--- config.mk ---
export PLATFORM = sky130hd
export DESIGN_NAME = flag_hazard_ctrl
export DESIGN_NICKNAME = d
export VERILOG_FILES = /design/src/rtl/core_pkg.sv /design/src/rtl/flag_hazard_ctrl_cond.sv /design/src/rtl/flag_hazard_ctrl.sv
export SDC_FILE = /design/constraint.sdc
export NUM_CORES = 1
export LEC_CHECK = 0
export ABC_CLOCK_PERIOD_IN_PS = 2500
export BUFFER_PORTS_ARGS = -buffer_cell sky130_fd_sc_hd__buf_4
export CAP_MARGIN = 20
export CORE_ASPECT_RATIO = 2
export CORE_UTILIZATION = 40
export DETAILED_ROUTE_END_ITERATION = 8
export PLACE_DENSITY = 0.7
export SLEW_MARGIN = 20
export SYNTH_ARGS = -nofsm -noshare
export SYNTH_HDL_FRONTEND = slang
export SYNTH_SLANG_ARGS = --single-unit
--- constraint.sdc ---
create_clock -name clk -period 2.5 [get_ports clk]
set_clock_uncertainty 0.05 [all_clocks]
set_input_delay 0.375 -clock clk [delete_from_list [all_inputs] [get_ports clk]]
set_output_delay 0.375 -clock clk [all_outputs]
set_load 0.005 [all_outputs]
--- src/rtl/core_pkg.sv ---
// Shared core definitions: ARM condition codes, NZCV bit positions and the
// hazard-controller state encoding.
package core_pkg;

  typedef enum logic [3:0] {
    CC_EQ = 4'h0, CC_NE = 4'h1, CC_CS = 4'h2, CC_CC = 4'h3,
    CC_MI = 4'h4, CC_PL = 4'h5, CC_VS = 4'h6, CC_VC = 4'h7,
    CC_HI = 4'h8, CC_LS = 4'h9, CC_GE = 4'hA, CC_LT = 4'hB,
    CC_GT = 4'hC, CC_LE = 4'hD, CC_AL = 4'hE, CC_NV = 4'hF
  } cond_e;

  localparam int N_BIT = 3;
  localparam int Z_BIT = 2;
  localparam int C_BIT = 1;
  localparam int V_BIT = 0;

  localparam logic [3:0] COND_AL = 4'b1110;

  typedef enum logic [1:0] {
    ST_IDLE = 2'd0,
    ST_BUSY = 2'd1,
    ST_HOLD = 2'd2
  } hz_state_e;

endpackage

--- src/rtl/flag_hazard_ctrl_cond.sv ---
// conditionCheck: combinational ARM condition evaluator against an NZCV word.
module conditionCheck
  import core_pkg::*;
(
  input  logic [3:0] cond,
  input  logic [3:0] status_ID,
  output logic       pass
);

  logic n, z, c, v;

  assign n = status_ID[N_BIT];
  assign z = status_ID[Z_BIT];
  assign c = status_ID[C_BIT];
  assign v = status_ID[V_BIT];

  always_comb begin
    pass = 1'b0;
    case (cond_e'(cond))
      CC_EQ: pass = z;
      CC_NE: pass = !z;
      CC_CS: pass = c;
      CC_CC: pass = !c;
      CC_MI: pass = n;
      CC_PL: pass = !n;
      CC_VS: pass = v;
      CC_VC: pass = !v;
      CC_HI: pass = c && !z;
      CC_LS: pass = !c || z;
      CC_GE: pass = (n == v);
      CC_LT: pass = (n != v);
      CC_GT: pass = !z && (n == v);
      CC_LE: pass = z || (n != v);
      CC_AL: pass = 1'b1;
      default: pass = 1'b0;
    endcase
  end

endmodule

--- src/rtl/flag_hazard_ctrl.sv ---
// Owns the committed NZCV register, counts in-flight flag writers and stalls
// ID when a conditional instruction would read flags that are not yet final.
module flag_hazard_ctrl
  import core_pkg::*;
#(
  parameter int PEND_W = 2,
  parameter int PERF_W = 16
) (
  input  logic              clk,
  input  logic              rst,
  input  logic              freeze,
  input  logic              flush,
  input  logic              id_valid,
  input  logic [3:0]        id_cond,
  input  logic              id_s,
  input  logic              ex_flag_wr,
  input  logic [3:0]        ex_status,
  output logic [3:0]        status_ID,
  output logic              id_exec,
  output logic              id_stall,
  output logic [PEND_W-1:0] pend_cnt,
  output logic [PERF_W-1:0] stall_cycles,
  output logic              err_underflow
);

  localparam logic [PEND_W-1:0] PEND_MAX = '1;
  localparam logic [PEND_W-1:0] PEND_ONE = {{(PEND_W-1){1'b0}}, 1'b1};
  localparam logic [PERF_W-1:0] PERF_MAX = '1;
  localparam logic [PERF_W-1:0] PERF_ONE = {{(PERF_W-1){1'b0}}, 1'b1};

  logic [3:0]        status_q, status_d;
  logic [PEND_W-1:0] pend_q, pend_d;
  logic [PERF_W-1:0] perf_q, perf_d;
  logic              err_q, err_d;
  hz_state_e         state_q, state_d;

  logic hazard, full, issue, inc, dec, count_stall;

  conditionCheck u_cond (
    .cond      (id_cond),
    .status_ID (status_q),
    .pass      (id_exec)
  );

  // Flags become visible only after the commit edge, so a stalled reader
  // releases one cycle after the last writer completes.
  assign hazard   = id_valid && (id_cond != COND_AL) && (pend_q != '0);
  assign full     = id_valid && id_s && (pend_q == PEND_MAX);
  assign id_stall = hazard || full;

  assign issue = id_valid && !id_stall && !freeze && !flush;
  assign inc   = issue && id_s && id_exec;
  assign dec   = ex_flag_wr && (pend_q != '0);

  assign count_stall = id_stall && !freeze && (state_q != ST_IDLE);

  always_comb begin
    pend_d   = pend_q;
    status_d = status_q;
    err_d    = err_q;
    perf_d   = perf_q;
    if (inc && !dec) begin
      pend_d = pend_q + PEND_ONE;
    end else if (dec && !inc) begin
      pend_d = pend_q - PEND_ONE;
    end
    if (ex_flag_wr) begin
      status_d = ex_status;
      if (pend_q == '0) begin
        err_d = 1'b1;
      end
    end
    if (count_stall && (perf_q != PERF_MAX)) begin
      perf_d = perf_q + PERF_ONE;
    end
  end

  always_comb begin
    state_d = state_q;
    case (state_q)
      ST_IDLE: begin
        if (inc && !dec) state_d = ST_BUSY;
      end
      ST_BUSY: begin
        if (pend_d == '0)                        state_d = ST_IDLE;
        else if (id_stall && !freeze && !flush)  state_d = ST_HOLD;
      end
      ST_HOLD: begin
        if (pend_d == '0)              state_d = ST_IDLE;
        else if (flush || !id_stall)   state_d = ST_BUSY;
      end
      default: state_d = ST_IDLE;
    endcase
  end

  always_ff @(posedge clk or posedge rst) begin
    if (rst) begin
      status_q <= '0;
      pend_q   <= '0;
      perf_q   <= '0;
      err_q    <= 1'b0;
      state_q  <= ST_IDLE;
    end else begin
      status_q <= status_d;
      pend_q   <= pend_d;
      perf_q   <= perf_d;
      err_q    <= err_d;
      state_q  <= state_d;
    end
  end

  assign status_ID     = status_q;
  assign pend_cnt      = pend_q;
  assign stall_cycles  = perf_q;
  assign err_underflow = err_q;

endmodule

==> summary.md <==
| Metric | Value |
|---|---|
| Status | complete, no violations |
| Pre-antenna DRT Iters | 4 |
| Buf+Inv Stages, Crit Path | 1 |
| I/O pin count | 40 |
| Seq/Total Area, Yosys | 39.94% |
| Syn Nets | 174 |
| Clk sinks | 25 |
| Ys async rst share | 100.0% |
| Worst slew margin | 38.09% |
| CP arrival | 1.86 ns |
| Initial antenna violation count | 0 |
| VDD IR max | 0.4955 mV |
| # Post-CTS Setup Buffers | 0 |
| CTS resizes | 0 |
| Critical Path Fanout Max | 8 |
| Critical path capture point type | output port |
| Grt total ovfl | 0 |
| CP Launch Type | register |
| Leak pwr | 0.0009066 uW |
| Commonest cells after routing, fill and taps aside | buf_4 (44), dfrtp_1 (25), xnor2_1 (19) |
| Post-synthesis cell area | 0.001567 mm^2 |
| First-pass GRT wire length | 5.899 mm |
| Die Y | 90.50 um |
| IO buf count | 39 |
| Top delay family on crit path | simple AND/OR/NAND/NOR gates |
| Row cnt | 31 |
| Layout cells sized above 1 | 29.80% |
| 1st-iter DRT viols | 35 |
| Fin crit share | 91.37% |
| Vias per inst | 5.563 |
| Clock slew at reported path FFs | 0.09 ns |
| Post-synth top flop | dfrtp_1 |
| Tightest Pin Transition | 0.9276 ns |
| Final Max Slew Viols | 0 |
| Post-DP HPWL | 2.881 mm |
| Chip width | 46.25 um |
| Crit Path Class | reg2out |
| Clk root buf | clkbuf_8 |
| GRT Util Overall | 18.96% |
| Yosys reg bits | 25 |
| Avg Cell Area, Syn | 10.04 um^2 |
| DRC | 0 |
| CTS Buffer Depth | 2 |
| Power share of the sequential group | 39.4% |
| CTS H-tree lvls | 1 |
| Worst skew pair latency | 0.27 ns |
| Hold Crit Class | in2async |
| Synthesis-to-finish area growth | 27.16% |
| RSZ-0062 raised after global routing | no |
| Max Cap Violations | 0 |
| Most common cell after layout, fill and taps aside | buf_4 |
| Effective utilization at floorplan | 42.51% |
| Final nets | 217 |
| Vias in the first global route | 1346 |
| Setup_tns | 0 ns |
| Final Hold Viols | 0 |
| RePlAce Congestion | 0.8285 |
| Psw | 427.7 uW |
| Required @ worst endpoint | 2.08 ns |
| Yosys Warn Count | 0 |
| Core region area | 0.003685 mm^2 |
| Cts-stage hold buffer count | 0 |
| CP max-delay cell | dfrtp_1 |
| Num CTS Buffers | 3 |
| Placed inst area | 0.001942 mm^2 |
| Sw frac | 34.62% |
| Number of inserted diodes | 0 |
| Total wire length | 3.736 mm |
| CP max stage delay | 0.47 ns |
| Final setup violation count | 0 |
| Largest net degree at the start of global routing | 26 |
| DR vias | 1374 |
| Clock Power Share | 20.4% |
| Die area | 0.004186 mm^2 |
| Tmin final | 2.284 ns |
| Drt wl/cell | 15.13 um |
| Non-Filler Cell Area, Final | 0.001992 mm^2 |
| P per Cell Area | 620.3 mW/mm^2 |
| Number of flops mapped to enable cells by yosys | 0 |
| Number of distinct library cells after synthesis | 50 |
| Fin util | 54.06% |
| Max Clk Rate | 0.4378 GHz |
| CTS tree | done |
| Antenna Nets Post-Route | 0 |
| Internal power | 807.8 uW |
| Comb pwr share | 40.2% |
| Mapped Cells | 156 |
| Critical path, cell by cell | nor4bb_1 > a211oi_1 > a311o_1 > nand3_1 > buf_4 |
worst reg2reg max path: stages, from the launching register on:
cell and delay [ns]:
dfrtp_1 0.47, nor4bb_1 0.43, a211oi_1 0.09, a311o_1 0.40, a31oi_2 0.35, a221oi_1 0.09, a211o_1 0.25
power groups by stage:
stage	registers (uW)	clock network [uW]	logic (uW)
after floorplan	505	0	268
after global placement	491	0	478
after detailed placement	495	0	495
after CTS	487	260	497
after global routing	494	270	547
final	487	252	496
synth_stat cells, types with 2 or more instances:
library cell | instances | area [um^2]
xor2_1 | 2 | 17.52
a21oi_1 | 2 | 10.01
and3_1 | 7 | 43.79
o211ai_1 | 2 | 15.01
xnor2_1 | 19 | 166.4
a211oi_1 | 2 | 15.01
nor4bb_1 | 2 | 20.02
nor3_1 | 5 | 25.02
nand2_1 | 8 | 30.03
nor2b_1 | 3 | 18.77
nor3b_1 | 2 | 15.01
nand3_1 | 6 | 30.03
inv_1 | 5 | 18.77
and2_1 | 3 | 18.77
mux2_2 | 5 | 56.30
nand4_1 | 7 | 43.79
buf_2 | 2 | 10.01
clkbuf_1 | 3 | 11.26
nor2_1 | 5 | 18.77
ha_1 | 3 | 37.54
and2b_1 | 2 | 15.01
dfrtp_1 | 25 | 625.6
nand2b_1 | 5 | 31.28
and4_1 | 2 | 17.52
o21ai_0 | 4 | 20.02
flip-flops by register name, indices dropped and copies added, names as in the netlist:
signal         cells
pend_cnt           2
stall_cycles      16
state_q            2
status_ID          4
err_underflow      1
stage by stage:
step / cells / power (uW) / setup slack [ns] / hold slack, ns
after floorplan: 156 / 773.1 / 0.2536 / 0.3523
after global placement: 243 / 969.0 / 0.2440 / 0.4104
after detailed placement: 243 / 990.1 / 0.2069 / 0.3977
after CTS: 247 / 1244 / 0.1927 / 0.2761
after global routing: 247 / 1310 / 0.1245 / 0.2793
final: 247 / 1236 / 0.2158 / 0.2524
cell families (layout without fill, tap and decap cells):
| family | count (synthesis) | after routing | share of synthesized area, % |
|---|---|---|---|
| buffers and inverters | 12 | 54 | 3.514 |
| AOI/OAI and AO/OA | 24 | 24 | 12.62 |
| xor gates and xnor gates | 21 | 21 | 11.74 |
| muxes | 6 | 6 | 4.233 |
| adders and majority gates | 3 | 3 | 2.396 |
| DFF | 25 | 25 | 39.94 |
| and+or+nand+nor | 65 | 65 | 25.56 |
metal layers:
metal | track usage [%] | part of all wire, % | wire (um)
met4 | 8.088 | 1.9 | 70
met2 | 35.68 | 56 | 2107
met3 | 1.400 | 4.1 | 154
met5 | 0 | 0 | 0
met1 | 19.23 | 38 | 1403
final timing paths:
kind / slack, ns / cells past startpoint / startpoint / to
setup / recovery: 0.22 / 5 / status_ID[0]$_DFFE_PP0P_ / id_exec
hold / removal: 0.25 / 2 / rst / status_ID[3]$_DFFE_PP0P_
setup reg to reg: 0.26 / 6 / status_ID[0]$_DFFE_PP0P_ / state_q[0]$_DFFE_PP0P_
hold reg to reg: 0.42 / 1 / err_underflow$_DFFE_PP0P_ / err_underflow$_DFFE_PP0P_
max in group asynchronous: 1.58 / 2 / rst / state_q[0]$_DFFE_PP0P_
min in group clk: 0.28 / 2 / ex_status[1] / status_ID[1]$_DFFE_PP0P_
layout make-up:
class / instances / area, um^2
clock buffers: 3 / 41.29
clock inverters: 1 / 8.758
fillers: 339 / 1693
inverters: 5 / 18.77
multi-input cells: 119 / 885.9
flip-flops and latches: 25 / 625.6
well taps: 49 / 61.31
repair buffers: 45 / 350.3
(Power assumes the default switching activity.)
